[src/rtl/time_pkg.sv]
// rtl/time_pkg.sv - shared limits, state encoding and field mask helper for time_set_ctrl
package time_pkg;

    localparam logic [5:0] HOUR_MAX   = 6'd23;
    localparam logic [5:0] MINUTE_MAX = 6'd59;
    localparam logic [5:0] SECOND_MAX = 6'd59;

    typedef enum logic [2:0] {
        ST_RUN    = 3'd0,
        ST_SET_H  = 3'd1,
        ST_SET_M  = 3'd2,
        ST_SET_S  = 3'd3,
        ST_COMMIT = 3'd4
    } state_t;

    // One-hot {hour,minute,second} of the field being edited in a given state.
    function automatic logic [2:0] field_mask(input state_t st);
        logic [2:0] m;
        m = 3'b000;
        case (st)
            ST_SET_H: m = 3'b100;
            ST_SET_M: m = 3'b010;
            ST_SET_S: m = 3'b001;
            default:  m = 3'b000;
        endcase
        return m;
    endfunction

endpackage

[src/rtl/time_set_ctrl_if.sv]
// rtl/time_set_ctrl_if.sv - key/time/control bundle between keypad+counter (master) and time_set_ctrl (slave)
// Signals: key_mode_p/key_inc_p/key_dec_p single-cycle pulses, cur_* live time,
//          run_en, load_en, set_*, blink_mask, editing returned by the controller.
interface time_set_ctrl_if;
    logic       key_mode_p;
    logic       key_inc_p;
    logic       key_dec_p;
    logic [5:0] cur_hour;
    logic [5:0] cur_minute;
    logic [5:0] cur_second;
    logic       run_en;
    logic       load_en;
    logic [5:0] set_hour;
    logic [5:0] set_minute;
    logic [5:0] set_second;
    logic [2:0] blink_mask;
    logic       editing;

    modport master (
        output key_mode_p, key_inc_p, key_dec_p, cur_hour, cur_minute, cur_second,
        input  run_en, load_en, set_hour, set_minute, set_second, blink_mask, editing
    );

    modport slave (
        input  key_mode_p, key_inc_p, key_dec_p, cur_hour, cur_minute, cur_second,
        output run_en, load_en, set_hour, set_minute, set_second, blink_mask, editing
    );
endinterface

[src/rtl/time_field_adj.sv]
// rtl/time_field_adj.sv - one 6-bit shadow time field with snapshot, wrap inc/dec and clear
// Ports: sclk, nrst (async active-low); snap/snap_val load the live value;
//        clr forces zero; inc/dec step with wrap at MAX; val is the shadow value.
module time_field_adj #(
    parameter logic [5:0] MAX = 6'd59
) (
    input  logic       sclk,
    input  logic       nrst,
    input  logic       snap,
    input  logic [5:0] snap_val,
    input  logic       clr,
    input  logic       inc,
    input  logic       dec,
    output logic [5:0] val
);
    logic [5:0] val_q, val_d;

    always_comb begin
        val_d = val_q;
        if (snap) begin
            val_d = snap_val;
        end else if (clr) begin
            val_d = 6'd0;
        end else if (inc && !dec) begin
            // >= so an out-of-range snapshot still wraps back into range
            val_d = (val_q >= MAX) ? 6'd0 : val_q + 6'd1;
        end else if (dec && !inc) begin
            val_d = (val_q == 6'd0) ? MAX : val_q - 6'd1;
        end
    end

    always_ff @(posedge sclk or negedge nrst) begin
        if (!nrst) val_q <= 6'd0;
        else       val_q <= val_d;
    end

    assign val = val_q;
endmodule

[src/rtl/time_set_ctrl.sv]
// rtl/time_set_ctrl.sv - time-setting sequencer: pauses the RTC, edits shadow H/M/S, loads on commit
// Ports: sclk, nrst (async active-low), tif (slave side of time_set_ctrl_if).
// Optional: define SECOND_ZERO_EN to skip the seconds field and load seconds=0.
module time_set_ctrl
    import time_pkg::*;
#(
    parameter logic [28:0] TIMEOUT_MAX = 29'd499_999_999,
    parameter logic [24:0] BLINK_HALF  = 25'd12_499_999
) (
    input  logic             sclk,
    input  logic             nrst,
    time_set_ctrl_if.slave   tif
);
    state_t      state_q, state_d;
    logic [28:0] tmo_q, tmo_d;
    logic [24:0] blk_cnt_q, blk_cnt_d;
    logic        blk_ph_q, blk_ph_d;
    logic        run_en_q, run_en_d;
    logic        load_en_q, load_en_d;
    logic        editing_q, editing_d;
    logic [2:0]  blink_mask_q, blink_mask_d;

    logic in_set, next_set, any_key, adj_press, inc_g, dec_g, snap, sec_clr;

    always_comb begin
        state_d   = state_q;
        tmo_d     = tmo_q;
        blk_cnt_d = blk_cnt_q;
        blk_ph_d  = blk_ph_q;

        in_set    = (state_q == ST_SET_H) || (state_q == ST_SET_M) || (state_q == ST_SET_S);
        any_key   = tif.key_mode_p || tif.key_inc_p || tif.key_dec_p;
        // mode wins: an inc/dec arriving with mode is dropped
        inc_g     = in_set && !tif.key_mode_p && tif.key_inc_p;
        dec_g     = in_set && !tif.key_mode_p && tif.key_dec_p;
        adj_press = inc_g || dec_g;
        snap      = (state_q == ST_RUN) && tif.key_mode_p;

        case (state_q)
            ST_RUN:    if (tif.key_mode_p) state_d = ST_SET_H;
            ST_SET_H:  if (tif.key_mode_p) state_d = ST_SET_M;
`ifdef SECOND_ZERO_EN
            ST_SET_M:  if (tif.key_mode_p) state_d = ST_COMMIT;
`else
            ST_SET_M:  if (tif.key_mode_p) state_d = ST_SET_S;
`endif
            ST_SET_S:  if (tif.key_mode_p) state_d = ST_COMMIT;
            ST_COMMIT: state_d = ST_RUN;
            default:   state_d = ST_RUN;
        endcase

        if (in_set) begin
            if (any_key) begin
                tmo_d = 29'd0;
            end else if (tmo_q == TIMEOUT_MAX) begin
                state_d = ST_RUN;   // abandon edit, no load
                tmo_d   = 29'd0;
            end else begin
                tmo_d = tmo_q + 29'd1;
            end

            if (adj_press) begin
                blk_cnt_d = 25'd0;
                blk_ph_d  = 1'b0;
            end else if (blk_cnt_q == BLINK_HALF) begin
                blk_cnt_d = 25'd0;
                blk_ph_d  = ~blk_ph_q;
            end else begin
                blk_cnt_d = blk_cnt_q + 25'd1;
            end
        end else begin
            tmo_d = 29'd0;
        end

        // blink state is only meaningful while a field is being edited
        next_set = (state_d == ST_SET_H) || (state_d == ST_SET_M) || (state_d == ST_SET_S);
        if (!next_set) begin
            blk_cnt_d = 25'd0;
            blk_ph_d  = 1'b0;
        end

        run_en_d     = (state_d == ST_RUN);
        load_en_d    = (state_d == ST_COMMIT);
        editing_d    = (state_d != ST_RUN);
        blink_mask_d = blk_ph_d ? field_mask(state_d) : 3'b000;
    end

`ifdef SECOND_ZERO_EN
    assign sec_clr = (state_q == ST_SET_M) && tif.key_mode_p;
`else
    assign sec_clr = 1'b0;
`endif

    always_ff @(posedge sclk or negedge nrst) begin
        if (!nrst) begin
            state_q      <= ST_RUN;
            tmo_q        <= 29'd0;
            blk_cnt_q    <= 25'd0;
            blk_ph_q     <= 1'b0;
            run_en_q     <= 1'b1;
            load_en_q    <= 1'b0;
            editing_q    <= 1'b0;
            blink_mask_q <= 3'b000;
        end else begin
            state_q      <= state_d;
            tmo_q        <= tmo_d;
            blk_cnt_q    <= blk_cnt_d;
            blk_ph_q     <= blk_ph_d;
            run_en_q     <= run_en_d;
            load_en_q    <= load_en_d;
            editing_q    <= editing_d;
            blink_mask_q <= blink_mask_d;
        end
    end

    time_field_adj #(.MAX(HOUR_MAX)) u_hour (
        .sclk(sclk), .nrst(nrst), .snap(snap), .snap_val(tif.cur_hour), .clr(1'b0),
        .inc(inc_g && (state_q == ST_SET_H)), .dec(dec_g && (state_q == ST_SET_H)),
        .val(tif.set_hour)
    );

    time_field_adj #(.MAX(MINUTE_MAX)) u_minute (
        .sclk(sclk), .nrst(nrst), .snap(snap), .snap_val(tif.cur_minute), .clr(1'b0),
        .inc(inc_g && (state_q == ST_SET_M)), .dec(dec_g && (state_q == ST_SET_M)),
        .val(tif.set_minute)
    );

    time_field_adj #(.MAX(SECOND_MAX)) u_second (
        .sclk(sclk), .nrst(nrst), .snap(snap), .snap_val(tif.cur_second), .clr(sec_clr),
        .inc(inc_g && (state_q == ST_SET_S)), .dec(dec_g && (state_q == ST_SET_S)),
        .val(tif.set_second)
    );

    assign tif.run_en     = run_en_q;
    assign tif.load_en    = load_en_q;
    assign tif.editing    = editing_q;
    assign tif.blink_mask = blink_mask_q;
endmodule

[src/flat_wrapper.sv]
// flat-port wrapper written by rule: the top's interface ports become plain ports
module time_set_ctrl_flat import time_pkg::*;
#(
    parameter logic [28:0] TIMEOUT_MAX = 29'd499_999_999,
    parameter logic [24:0] BLINK_HALF  = 25'd12_499_999
)
  (sclk, nrst, tif_key_mode_p, tif_key_inc_p, tif_key_dec_p, tif_cur_hour, tif_cur_minute, tif_cur_second, tif_run_en, tif_load_en, tif_set_hour, tif_set_minute, tif_set_second, tif_blink_mask, tif_editing);
  time_set_ctrl_if tif_i ();
  input  logic sclk;
  input  logic nrst;
  input wire logic [$bits(tif_i.key_mode_p)-1:0] tif_key_mode_p;
  input wire logic [$bits(tif_i.key_inc_p)-1:0] tif_key_inc_p;
  input wire logic [$bits(tif_i.key_dec_p)-1:0] tif_key_dec_p;
  input wire logic [$bits(tif_i.cur_hour)-1:0] tif_cur_hour;
  input wire logic [$bits(tif_i.cur_minute)-1:0] tif_cur_minute;
  input wire logic [$bits(tif_i.cur_second)-1:0] tif_cur_second;
  output wire logic [$bits(tif_i.run_en)-1:0] tif_run_en;
  output wire logic [$bits(tif_i.load_en)-1:0] tif_load_en;
  output wire logic [$bits(tif_i.set_hour)-1:0] tif_set_hour;
  output wire logic [$bits(tif_i.set_minute)-1:0] tif_set_minute;
  output wire logic [$bits(tif_i.set_second)-1:0] tif_set_second;
  output wire logic [$bits(tif_i.blink_mask)-1:0] tif_blink_mask;
  output wire logic [$bits(tif_i.editing)-1:0] tif_editing;
  assign tif_i.key_mode_p = tif_key_mode_p;
  assign tif_i.key_inc_p = tif_key_inc_p;
  assign tif_i.key_dec_p = tif_key_dec_p;
  assign tif_i.cur_hour = tif_cur_hour;
  assign tif_i.cur_minute = tif_cur_minute;
  assign tif_i.cur_second = tif_cur_second;
  assign tif_run_en = tif_i.run_en;
  assign tif_load_en = tif_i.load_en;
  assign tif_set_hour = tif_i.set_hour;
  assign tif_set_minute = tif_i.set_minute;
  assign tif_set_second = tif_i.set_second;
  assign tif_blink_mask = tif_i.blink_mask;
  assign tif_editing = tif_i.editing;
  time_set_ctrl #(.TIMEOUT_MAX(TIMEOUT_MAX), .BLINK_HALF(BLINK_HALF)) u_core (.sclk(sclk), .nrst(nrst), .tif(tif_i));
endmodule
[config.mk]
export PLATFORM = sky130hd
export DESIGN_NAME = time_set_ctrl_flat
export DESIGN_NICKNAME = d
export VERILOG_FILES = /design/src/rtl/time_pkg.sv /design/src/rtl/time_set_ctrl_if.sv /design/src/rtl/time_field_adj.sv /design/src/rtl/time_set_ctrl.sv /design/src/flat_wrapper.sv
export SDC_FILE = /design/constraint.sdc
export NUM_CORES = 1
export LEC_CHECK = 0
export CAP_MARGIN = 5
export CORE_MARGIN = 3
export CORE_UTILIZATION = 40
export DETAILED_ROUTE_END_ITERATION = 16
export GPL_ROUTABILITY_DRIVEN = 0
export PLACE_DENSITY = 0.57
export SYNTH_ARGS = -nofsm -noshare
export SYNTH_HDL_FRONTEND = slang
export SYNTH_SLANG_ARGS = --single-unit
[constraint.sdc]
create_clock -name sclk -period 3.08 [get_ports sclk]
set_input_delay 0.308 -clock sclk [delete_from_list [all_inputs] [get_ports sclk]]
set_output_delay 0.308 -clock sclk [all_outputs]
set_load 0.01 [all_outputs]
Yosys cells after proc, flatten, opt, wreduce, memory -nomap -nowiden
Cells that the tools add are included.

Register bits: 82. Bits in latches: 0. RAM bits: 0. ROM bits: 0. Bits of input ports: 23. Output and inout bits: 24. Logic and storage cells: 108. Memories kept: 0.

Add/subtract/negate cells: 8. Multipliers: 0. Divide/modulo/power cells: 0. Order comparisons: 3. Eq/ne operators: 10. Shift-type cells: 0. Multiplexer cells: 36. Bitwise operators: 1. Reductions and logical operators: 39.

Operators by type and width (count): $mux 25 (4); $mux 6 (15); $mux 29 (3); $add 29x1->29 const B (1); $eq 29x29->1 const B (1); $add 25x1->25 const B (1); $eq 25x24->1 const B (1); $mux 3 (8); $add 6x1->6 const B (3); $logic_not 6->1 (3); $sub 6x1->6 const B (3); $logic_and 1x1->1 (16); $eq 3x2->1 const B (4); $ge 6x6->1 const B (2); $pmux 3 s4 (1); $reduce_bool 3->1 (4); $pmux 3 s3 (1); $logic_not 1->1 (7); $logic_or 1x1->1 (7); $eq 3x1->1 const B (2); $ge 6x5->1 const B (1); $logic_not 3->1 (2); $mux 1 (4); $eq 3x3->1 const B (1); 2 further kinds (2).

Logic depth before layout (Yosys ltp)
Gate-level depths: netlist of the first run.

Depth in word-level cells: 11. Mapped depth: 11. Mapped depth without buffers: 9.

By module
Synthesis of the first run repeated with hierarchy kept, for this count alone.

Cell total of the unflattened synthesis: 595. Area, all modules: 5365.1 sq um.

By module, submodules not included: time_set_ctrl (instances 1, cells each 375, area each 3450.8 sq um, sequential area each 1602.8 sq um); time_field_adj (u_core.u_minute ...) (instances 2, cells each 73, area each 633.1 sq um, sequential area each 150.1 sq um); time_field_adj (u_core.u_hour) (instances 1, cells each 74, area each 648.1 sq um, sequential area each 150.1 sq um).

Worst setup path after synthesis of the first run
OpenSTA, ideal clock, no wires.

Path type: register to register. Start: register u_core.state_q[2]. End: register u_core.u_hour.val_q[3], in the netlist u_core.u_hour.val[3]. Setup time: 77 ps. Data arrival time: 2245 ps. Required time: 3003 ps. Setup slack: 758 ps. Stages on the path, launching flop included: 12. Buffers on the path: 2. Period minus slack after synthesis: 2322 ps. Cell sequence: dfrtp_1 buf_6 nor2_1 nand2_1 nor3b_1 ha_1 clkbuf_1 nand2b_1 a21oi_1 a221oi_1 or3_1 a21oi_1.

Longest elaborated chain between the ends: 10. Elaborated cells on any way between the ends: 19. Classes of those cells: 3 x eq/ne; 2 x mux; 14 x reduce/logical.

RTL lines: start, declared (RTL line time_set_ctrl.sv:14) `state_t state_q, state_d;`; start signal, assigned (RTL line time_set_ctrl.sv:105) `state_q <= state_d;`; $eq 3x1->1 or $eq 3x2->1 (tied branches) (RTL line time_set_ctrl.sv:31, time_set_ctrl.sv:118); $logic_or 1x1->1 (2 in a row) (RTL line time_set_ctrl.sv:31) `in_set = (state_q == ST_SET_H) || (state_q == ST_SET_M) || (state_q == ST_SET_S);`; $logic_and 1x1->1 (RTL line time_set_ctrl.sv:34, time_set_ctrl.sv:35); $logic_and 1x1->1 (RTL line time_set_ctrl.sv:35) `dec_g = in_set && !tif.key_mode_p && tif.key_dec_p;`; $logic_and 1x1->1 (RTL line time_set_ctrl.sv:118) `.inc(inc_g && (state_q == ST_SET_H)), .dec(dec_g && (state_q == ST_SET_H)),`; $logic_not 1->1 (RTL line time_field_adj.sv:24) `end else if (inc && !dec) begin`; $logic_and 1x1->1 (RTL line time_field_adj.sv:24); $mux 6 (RTL line time_field_adj.sv:24); $mux 6 (RTL line time_field_adj.sv:20) `if (snap) begin`; end signal, assigned (RTL line time_field_adj.sv:34) `else val_q <= val_d;`; end, declared (RTL line time_field_adj.sv:16) `logic [5:0] val_q, val_d;`.

Parallel ways exist; a longest one is shown, timed or not. A chain may end at the register's enable or synchronous reset.

Final worst setup path of the first run
Start: register u_core.state_q[2]. End: register u_core.u_minute.val_q[3], in the netlist u_core.u_minute.val[3].

Longest elaborated chain between the ends: 10. Elaborated cells on any way between the ends: 19. Classes of those cells: 3 x eq/ne; 2 x mux; 14 x reduce/logical.

RTL lines: $eq 3x1->1 or $eq 3x2->1 (tied branches) (RTL line time_set_ctrl.sv:31, time_set_ctrl.sv:124); $logic_or 1x1->1 (2 in a row) (RTL line time_set_ctrl.sv:31); $logic_and 1x1->1 (RTL line time_set_ctrl.sv:34, time_set_ctrl.sv:35); $logic_and 1x1->1 (RTL line time_set_ctrl.sv:35); $logic_and 1x1->1 (RTL line time_set_ctrl.sv:124) `.inc(inc_g && (state_q == ST_SET_M)), .dec(dec_g && (state_q == ST_SET_M)),`; $logic_not 1->1 (RTL line time_field_adj.sv:24); $logic_and 1x1->1 (RTL line time_field_adj.sv:24); $mux 6 (RTL line time_field_adj.sv:24); $mux 6 (RTL line time_field_adj.sv:20); end signal, assigned (RTL line time_field_adj.sv:34); end, declared (RTL line time_field_adj.sv:16).

Parallel ways exist; a longest one is shown, timed or not.

==> summary.md, run 1 <==
| Metric | Value |
|---|---|
| Avg WL per Cell | `15.1 um` |
| Largest net degree at the start of global routing | `49` |
| Clock Sinks | `82` |
| Initial Util | `41.5%` |
| Proportion of layout cells with a drive suffix above 1 | `7.11%` |
| Number of maximum-capacitance constraint violations | `0` |
| Switching Share | `39.6%` |
| Via count of the first global-routing pass | `4068` |
| Area fraction in and, or, nand and nor cells after synthesis | `29.3%` |
| Depth of the most critical reg-to-reg path | `7` |
| Compound-cell area share of the yosys netlist | `12.3%` |
| Area used by multi-input combinational logic | `2750 um2` |
| Width of the die | `118 um` |
| Endpoint of the worst register-to-register path | `u_core.u_minute.val[3]` |
| Pre-CTS worst setup slack | `0.401 ns` |
| Required time of the critical path | `3.35 ns` |
| Switching power | `0.00173 W` |
| Unrepaired setup endpoints after global routing | `false` |
| Minimum clock period after layout | `2.50 ns` |
| Synthesis warning total | `0` |
| Total die area | `14000 um2` |
| Remaining design rule violation count | `0` |
| Cell types occupying the most area after synthesis | `dfrtp_1, nor2_1, xnor2_1` |
| Mean area per synthesized cell | `8.72 um2` |
| Slowest cell delay on critical path | `0.50 ns` |
| Adder-cell area share of the yosys netlist | `3.47%` |
| Gate count after technology mapping | `578` |
| Number of enable-type register cells in the synthesized netlist | `0` |
| Synthesized net count | `615` |
| Total leakage power | `2.32 nW` |
| Global-route met3 utilization | `5.36%` |
| Detailed-router iteration count before antenna repair | `4` |
| Class of the most critical hold timing path | `reg2reg` |
| Total wirelength of the detailed-routed design | `11900 um` |
| Area of the placeable core | `12200 um2` |
| Syn Std Cell Area | `5040 um2` |
| Number of inserted filler cells in the final layout | `1173` |
| Worst-case register-to-register setup slack | `0.58 ns` |
| Most instantiated flip-flop cell in the synthesis netlist | `dfrtp_1` |
| Most common cell in the synthesized netlist | `nor2_1` |
| Max Slew Vio Count | `0` |
| Worst reg2reg startpoint | `u_core.state_q[2]` |
| Inserted Diodes | `0` |
| Number of levels the H-tree was split into | `3` |
| Crit share post-route | `81.3%` |
| Number of antenna violations at the first check in global routing | `0` |
| Internal power summed over all cells | `0.00263 W` |
| Residual overflow from global routing | `0` |
| Distinct cell type count of the synthesized netlist | `57` |
| Count of state elements after synthesis | `82` |
| Crit-path cells | `nor2_1 > nand2_1 > nor3b_1 > ha_1 > nand2_1 > mux4_2 > a31oi_1` |
| First-pass GRT wire length | `20400 um` |
| Result of the run | `complete, no violations` |
| HPWL reported at the end of detailed placement | `8180 um` |
| Antenna-violating nets left | `0` |
| Via density per instance | `5.38` |
| GR met1 Demand/Resource | `24.5%` |
| Hold path startpoint | `u_core.tmo_q[0]` |
| Vias | `4235` |
| Met2 Use GR | `27.3%` |
| Max frequency | `0.399 GHz` |
| Count of buffers inserted at the top-level ports | `46` |
| Kind of start point of the critical path | `flip-flop` |
| Top cell type by total area after synthesis | `dfrtp_1` |
| Crit-path slowest cell | `dfrtp_1` |
| Inserted Clock Buffers | `9` |
| Slack of the critical path | `0.575 ns` |
| Critical path class | `reg2reg` |
| Die Y-Extent | `118 um` |
| Count of instances resized after the clock tree is built | `0` |
| Register clock-pin slew on the reported worst setup and hold paths | `0.07 ns` |
| Crit. Startpoint | `u_core.state_q[2]` |
| Top cells by count, synth | `nor2_1, dfrtp_1, nand2_1` |
| Number of setup violations in the final report | `0` |
| Post-route setup TNS | `0 ns` |
| Global-route usage over all layers | `17.7%` |
| Async set-reset flop share out of synthesis | `100%` |
| Clock network fraction of total power | `25.3%` |
| CTS tree | `done` |
| Net count of the finished layout | `651` |
| Maximum fanout count along the critical path | `16` |
| Worst slew pin tran | `0.828 ns` |
| Crit path to | `u_core.u_minute.val[3]` |
| Iteration-0 DRC Markers | `327` |
| Placement Rows | `40` |
| Combinational Power Share | `37.8%` |
| Main combinational cell family by area after synthesis | `simple AND/OR/NAND/NOR gates` |
| Buffer type at the clock tree root | `clkbuf_16` |
| Worst-skew pair later-pin latency | `0.35 ns` |
| Top Usage Layer GRT | `met2` |
| Total count of hold-check failures in the final report | `0` |
| Portion of synthesized cell area occupied by the leading cell type | `40.2%` |
| Cts-stage hold buffer count | `1` |
| Area taken by flip-flops and latches | `2050 um2` |
| Top-level I/O count | `47` |
| Sequential-to-total area share from yosys stat | `40.7%` |
| Part of the total power dissipated in sequential elements | `36.9%` |
| Worst-case vdd ir drop | `0.000547 V` |
| Arrival time reported for the critical path endpoint | `2.78 ns` |
| Pwr/cell area | `734 nW/um2` |
| Maximum buffer depth of the clock tree | `2` |
| Area grow syn2layout | `17.9%` |
| Post-synthesis mux area share | `0.645%` |
| Most frequent cell on the critical path | `nand2_1` |
| Critical path endpoint category | `flip-flop` |
| Buffers inserted during post-CTS setup optimization | `0` |
| Relative slew slack | `44.6%` |
| Xor/xnor share of the synthesized area | `8.86%` |
| Fin Clk Skew | `0.0119 ns` |
==> critical path: cells and delay by family (launching register included) <==
family	cells	cell delay (ns)
AOI/OAI and AO/OA	1	0.17
adders and majority gates	1	0.49
muxes	1	0.48
and+or+nand+nor	4	0.79
DFF	1	0.50
==> state kept, by name, summed over array words and instances (netlist names) <==
name                   flops
u_core.u_minute.val        6
u_core.tif.load_en         1
u_core.state_q             3
u_core.tif.blink_mask      3
u_core.blk_ph_q            1
u_core.blk_cnt_q          25
u_core.u_hour.val          6
u_core.u_second.val        6
u_core.tif.run_en          1
u_core.tmo_q              29
u_core.tif.editing         1
==> through the flow <==
step,cells,cell area (um2),hold slack [ns],power (W),utilization (%)
6_report,787,5940,0.482,0.00436,48.9
3_5_place_dp,770,5630,0.369,0.00327,46.3
4_1_cts,787,5940,0.479,0.00440,48.9
2_1_floorplan,578,5040,0.0124,0.00265,-
3_3_place_gp,770,5630,0.367,0.00325,46.3
5_1_grt,787,5940,0.503,0.00470,48.9
==> worst min-delay path by stage <==
stage	endpoint	slack, ns	cells past startpoint
floorplan	u_core.blk_cnt_q[0]	0.01	0
global placement	u_core.u_minute.val[2]	0.37	1
detailed placement	u_core.u_minute.val[2]	0.37	1
CTS	u_core.u_minute.val[1]	0.48	3
global route	u_core.u_minute.val[1]	0.50	3
finish	u_core.tmo_q[0]	0.48	1
==> area by class of cell <==
class | count | area share, %
Multi-Input combinational cell | 441 | 46.3
Sequential cell | 82 | 34.5
Timing Repair Buffer | 56 | 9.01
Clock buffer | 9 | 3.79
Tap cell | 168 | 3.54
Inverter | 24 | 1.52
Clock inverter | 7 | 1.28
==> cell families after synthesis <==
kind of cell	after synthesis
xor+xnor	51
flops	82
buf+inv	55
simple gates	272
mux	2
compound gates	102
fa+ha+maj	14
==> routing by layer <==
| layer | share of wire [%] | routed length [um] |
|---|---|---|
| met5 | 0 | 0 |
| met3 | 4.9 | 585 |
| met1 | 49 | 5790 |
| met4 | 0.76 | 91 |
| met2 | 46 | 5450 |
==> cells in the final DEF, fill, tap and decap left out, types with 3 or more instances in the layout <==
cell             netlist  final
clkdlybuf4s50_1        0     45
and3_1                 6      6
and2_1                 5      5
o21ai_0               24     24
o22ai_1                7      7
a211oi_1               3      3
nand3_1               30     30
nor4b_1                6      6
o2111ai_1              3      3
nor3b_1                5      5
nand4_1               12     12
nor3_2                 3      3
ha_1                  14     14
nand4b_1               7      7
inv_1                 24     24
nor2_1                88     88
a221oi_1               4      4
a31oi_1               12     12
clkbuf_16              0      9
o211ai_1               3      3
and4_1                 8      8
nor3_1                24     24
xor2_1                16     16
dfrtp_1               81     81
nand3b_1               3      3
a21oi_1               32     32
buf_4                  2     10
xnor2_1               35     35
nand2_1               44     44
nor4_2                 4      4
nor4_1                 5      5
or3_1                  6      6
nor2b_1                5      5
==> power groups by stage <==
stage | Clock [W] | Combinational, W | Sequential [W]
floorplan | 0 | 0.00117 | 0.00148
CTS | 0.00114 | 0.00166 | 0.00160
global placement | 0 | 0.00163 | 0.00162
detailed placement | 0 | 0.00165 | 0.00162
global route | 0.00119 | 0.00186 | 0.00165
finish | 0.00110 | 0.00165 | 0.00161
Note: power is estimated with default switching activity, not from simulation.
==> inputs of run 2 (changes only) <==
==> constraint.sdc (replaced) <==
create_clock -name sclk -period 2.5 [get_ports sclk]
set_input_delay 0.25 -clock sclk [delete_from_list [all_inputs] [get_ports sclk]]
set_output_delay 0.25 -clock sclk [all_outputs]
set_load 0.01 [all_outputs]
==> run 2 against run 1 <==
Non-clock buffer count grew 5. Flip-flop and latch count unchanged. Setup slack got worse by 0.28 ns. Clock-buffer cell count increased by 3. Cell count rose by 0.38%. Worst hold slack got worse by 0.094 ns. Sequential share of layout area down 0.16 points. Highest routed layer unchanged. Clock power is 15% higher. Design area rose by 0.46%. Power increased by 22%.
==> summary.md, run 2 (synthesis results as in run 1) <==
| Metric | Value |
|---|---|
| Width of the die | `118 um (unchanged)` |
| Placement Rows | `40 (unchanged)` |
| Number of setup violations in the final report | `0 (unchanged)` |
| Pwr/cell area | `892 nW/um2 (+22%)` |
| Buffer type at the clock tree root | `clkbuf_16` |
| Area of the placeable core | `12200 um2 (unchanged)` |
| Switching Share | `39.2% (-0.39 points)` |
| Worst slew pin tran | `0.805 ns (-0.0234 ns)` |
| Slack of the critical path | `0.300 ns (-0.275 ns)` |
| Required time of the critical path | `2.77 ns (-0.58 ns)` |
| Area taken by flip-flops and latches | `2050 um2 (unchanged)` |
| Vias | `4269 (+0.80%)` |
| Via count of the first global-routing pass | `4184 (+2.9%)` |
| First-pass GRT wire length | `20500 um (+0.27%)` |
| Relative slew slack | `46.2% (+1.6 points)` |
| Worst-case vdd ir drop | `0.000557 V (+1.8%)` |
| Part of the total power dissipated in sequential elements | `37.1% (+0.2 points)` |
| Total wirelength of the detailed-routed design | `12100 um (+1.5%)` |
| Total power | `0.00532 W (+22%)` |
| Util after Layout | `49.1% (+0.23 points)` |
| Maximum fanout count along the critical path | `4 (-12)` |
| Proportion of layout cells with a drive suffix above 1 | `7.56% (+0.45 points)` |
| Antenna-violating nets left | `0 (unchanged)` |
| Global-route usage over all layers | `17.7% (+0.052 points)` |
| Register ranked first by flip-flop count | `u_core.tmo_q` |
| Die Y-Extent | `118 um (unchanged)` |
| Total count of hold-check failures in the final report | `0 (unchanged)` |
| Initial Util | `41.5% (unchanged)` |
| Maximum buffer depth of the clock tree | `2 (unchanged)` |
| Area used by multi-input combinational logic | `2750 um2 (unchanged)` |
| Number of flip-flops under the largest register name | `29 (unchanged)` |
| Largest registers | `u_core.tmo_q (29), u_core.blk_cnt_q (25)` |
| CTS tree | `done` |
| Combinational Power Share | `39.2% (+1.4 points)` |
| Number of maximum-capacitance constraint violations | `0 (unchanged)` |
| Remaining design rule violation count | `0 (unchanged)` |
| Residual overflow from global routing | `0 (unchanged)` |
| Class of the most critical hold timing path | `in2async` |
| Critical path endpoint category | `flip-flop` |
| Via density per instance | `5.40 (+0.42%)` |
| Inserted Clock Buffers | `9 (unchanged)` |
| Result of the run | `complete, no violations` |
| Arrival time reported for the critical path endpoint | `2.47 ns (-0.31 ns)` |
| Net count of the finished layout | `656 (+0.77%)` |
| Commonest cells after routing, fill and taps aside | `nor2_1, dfrtp_1, clkdlybuf4s50_1, nand2_1, xnor2_1` |
| Register clock-pin slew on the reported worst setup and hold paths | `0.06 ns (about the same)` |
| Kind of start point of the critical path | `flip-flop` |
| Switching power | `0.00209 W (+21%)` |
| Count of buffers inserted at the top-level ports | `46 (unchanged)` |
| Inserted Diodes | `0 (unchanged)` |
| Max Slew Vio Count | `0 (unchanged)` |
| Minimum clock period after layout | `2.20 ns (-0.305 ns)` |
| Most frequent standard cell in the layout excluding fill and tap cells | `nor2_1` |
| Crit share post-route | `88.0% (+6.7 points)` |
| Total leakage power | `2.34 nW (+1.0%)` |
| Area grow syn2layout | `18.4%` |
| Number of antenna violations at the first check in global routing | `0 (unchanged)` |
| Iteration-0 DRC Markers | `270 (-17%)` |
| Internal power summed over all cells | `0.00324 W (+23%)` |
| Max frequency | `0.455 GHz (+14%)` |
| Count of instances resized after the clock tree is built | `0 (unchanged)` |
| Worst-skew pair later-pin latency | `0.35 ns (about the same)` |
| Clock Sinks | `82 (unchanged)` |
| Fin Clk Skew | `0.00944 ns (-0.00250 ns)` |
| Detailed-router iteration count before antenna repair | `5 (+1)` |
| HPWL reported at the end of detailed placement | `8400 um (+2.7%)` |
| Largest net degree at the start of global routing | `53 (+8.2%)` |
| Total die area | `14000 um2 (unchanged)` |
| Unrepaired setup endpoints after global routing | `false` |
| Number of inserted filler cells in the final layout | `1186 (+1.1%)` |
| Avg WL per Cell | `15.3 um (+1.1%)` |
| Top-level I/O count | `47 (unchanged)` |
| Clock network fraction of total power | `23.7% (-1.6 points)` |
| Pre-CTS worst setup slack | `-0.00902 ns (-0.410 ns)` |
| Critical path class | `reg2reg` |
| Number of levels the H-tree was split into | `3 (unchanged)` |
run 2: cell types whose count changed in the layout (fill, tap and decap cells not counted):
cell        delta
buf_12         +1
buf_4          +4
bufinv_16      -1
clkbuf_8       +3
clkinv_4       -1
clkinvlp_4     -1
inv_6          -2
run 2: metrics by stage:
step                      TNS (ns)  instance area [um2]  hold slack (ns)  std cells
after CTS                        0                 5970            0.399        790
after floorplan                  0                 5040          -0.0456        578
final                            0                 5970            0.389        790
after global placement           0                 5680            0.225        775
after global routing             0                 5970            0.414        790
after detailed placement  -0.00902                 5680            0.229        775
run 2: final cells by class:
cell class | count | share of cell area (%)
Clock buffer | 12 | 4.46
Clock inverter | 2 | 0.210
Timing Repair Buffer | 61 | 9.81
Tap cell | 168 | 3.52
Inverter | 24 | 1.51
Multi-Input combinational cell | 441 | 46.1
Sequential cell | 82 | 34.4
run 2: power groups by stage:
stage,Combinational (W),Sequential (W),Clock (W)
CTS,0.00210,0.00197,0.00130
finish,0.00209,0.00197,0.00126
floorplan,0.00145,0.00182,0
detailed placement,0.00208,0.00198,0
global placement,0.00206,0.00198,0
global route,0.00232,0.00202,0.00136
run 2: final timing paths:
check	startpoint	end	slack, ns	cells after the start
max reg2reg	u_core.state_q[2]	u_core.u_hour.val[3]	0.30	9
min	nrst	u_core.u_minute.val[5]	0.39	2
min in group sclk	tif_cur_minute[1]	u_core.u_minute.val[1]	0.44	3
max in group asynchronous	nrst	u_core.tif.run_en	1.43	3
min reg2reg	u_core.tmo_q[0]	u_core.tmo_q[0]	0.48	1
max	u_core.state_q[2]	u_core.u_hour.val[3]	0.30	9
run 2: routing by layer:
metal  up-vias  part of all wire (%)  GRT usage (%)
met4         0                  0.98           4.18
met1      2055                    48           24.3
li1       2135                     -              -
met5         -                     0              0
met2        71                    47           28.1
met3         8                   3.2           4.78
run 2: repair_timing:
action | CTS | global route
setup endpoints to repair | 0 | 0
hold endpoints to repair | 30 | 0
hold buffers | 1 | 0
buffers inserted | 0 | 0
run 2: critical path, stage by stage (launching register included):
cell      delay, ns
dfrtp_1        0.38
nor2_1         0.23
nand2_1        0.14
nor3b_1        0.23
ha_1           0.21
nand2b_1       0.08
a21oi_1        0.23
a221oi_1       0.13
or3_1          0.37
a21oi_1        0.13
==> inputs of run 3 (changes only) <==
--- a/config.mk
+++ b/config.mk
@@ -11,6 +11,7 @@
 export DETAILED_ROUTE_END_ITERATION = 16
 export GPL_ROUTABILITY_DRIVEN = 0
 export PLACE_DENSITY = 0.57
+export SLEW_MARGIN = 20
 export SYNTH_ARGS = -nofsm -noshare
 export SYNTH_HDL_FRONTEND = slang
 export SYNTH_SLANG_ARGS = --single-unit
==> results of run 3 <==
Same layout as run 2: the final DEF is identical, and so are final timing and power.
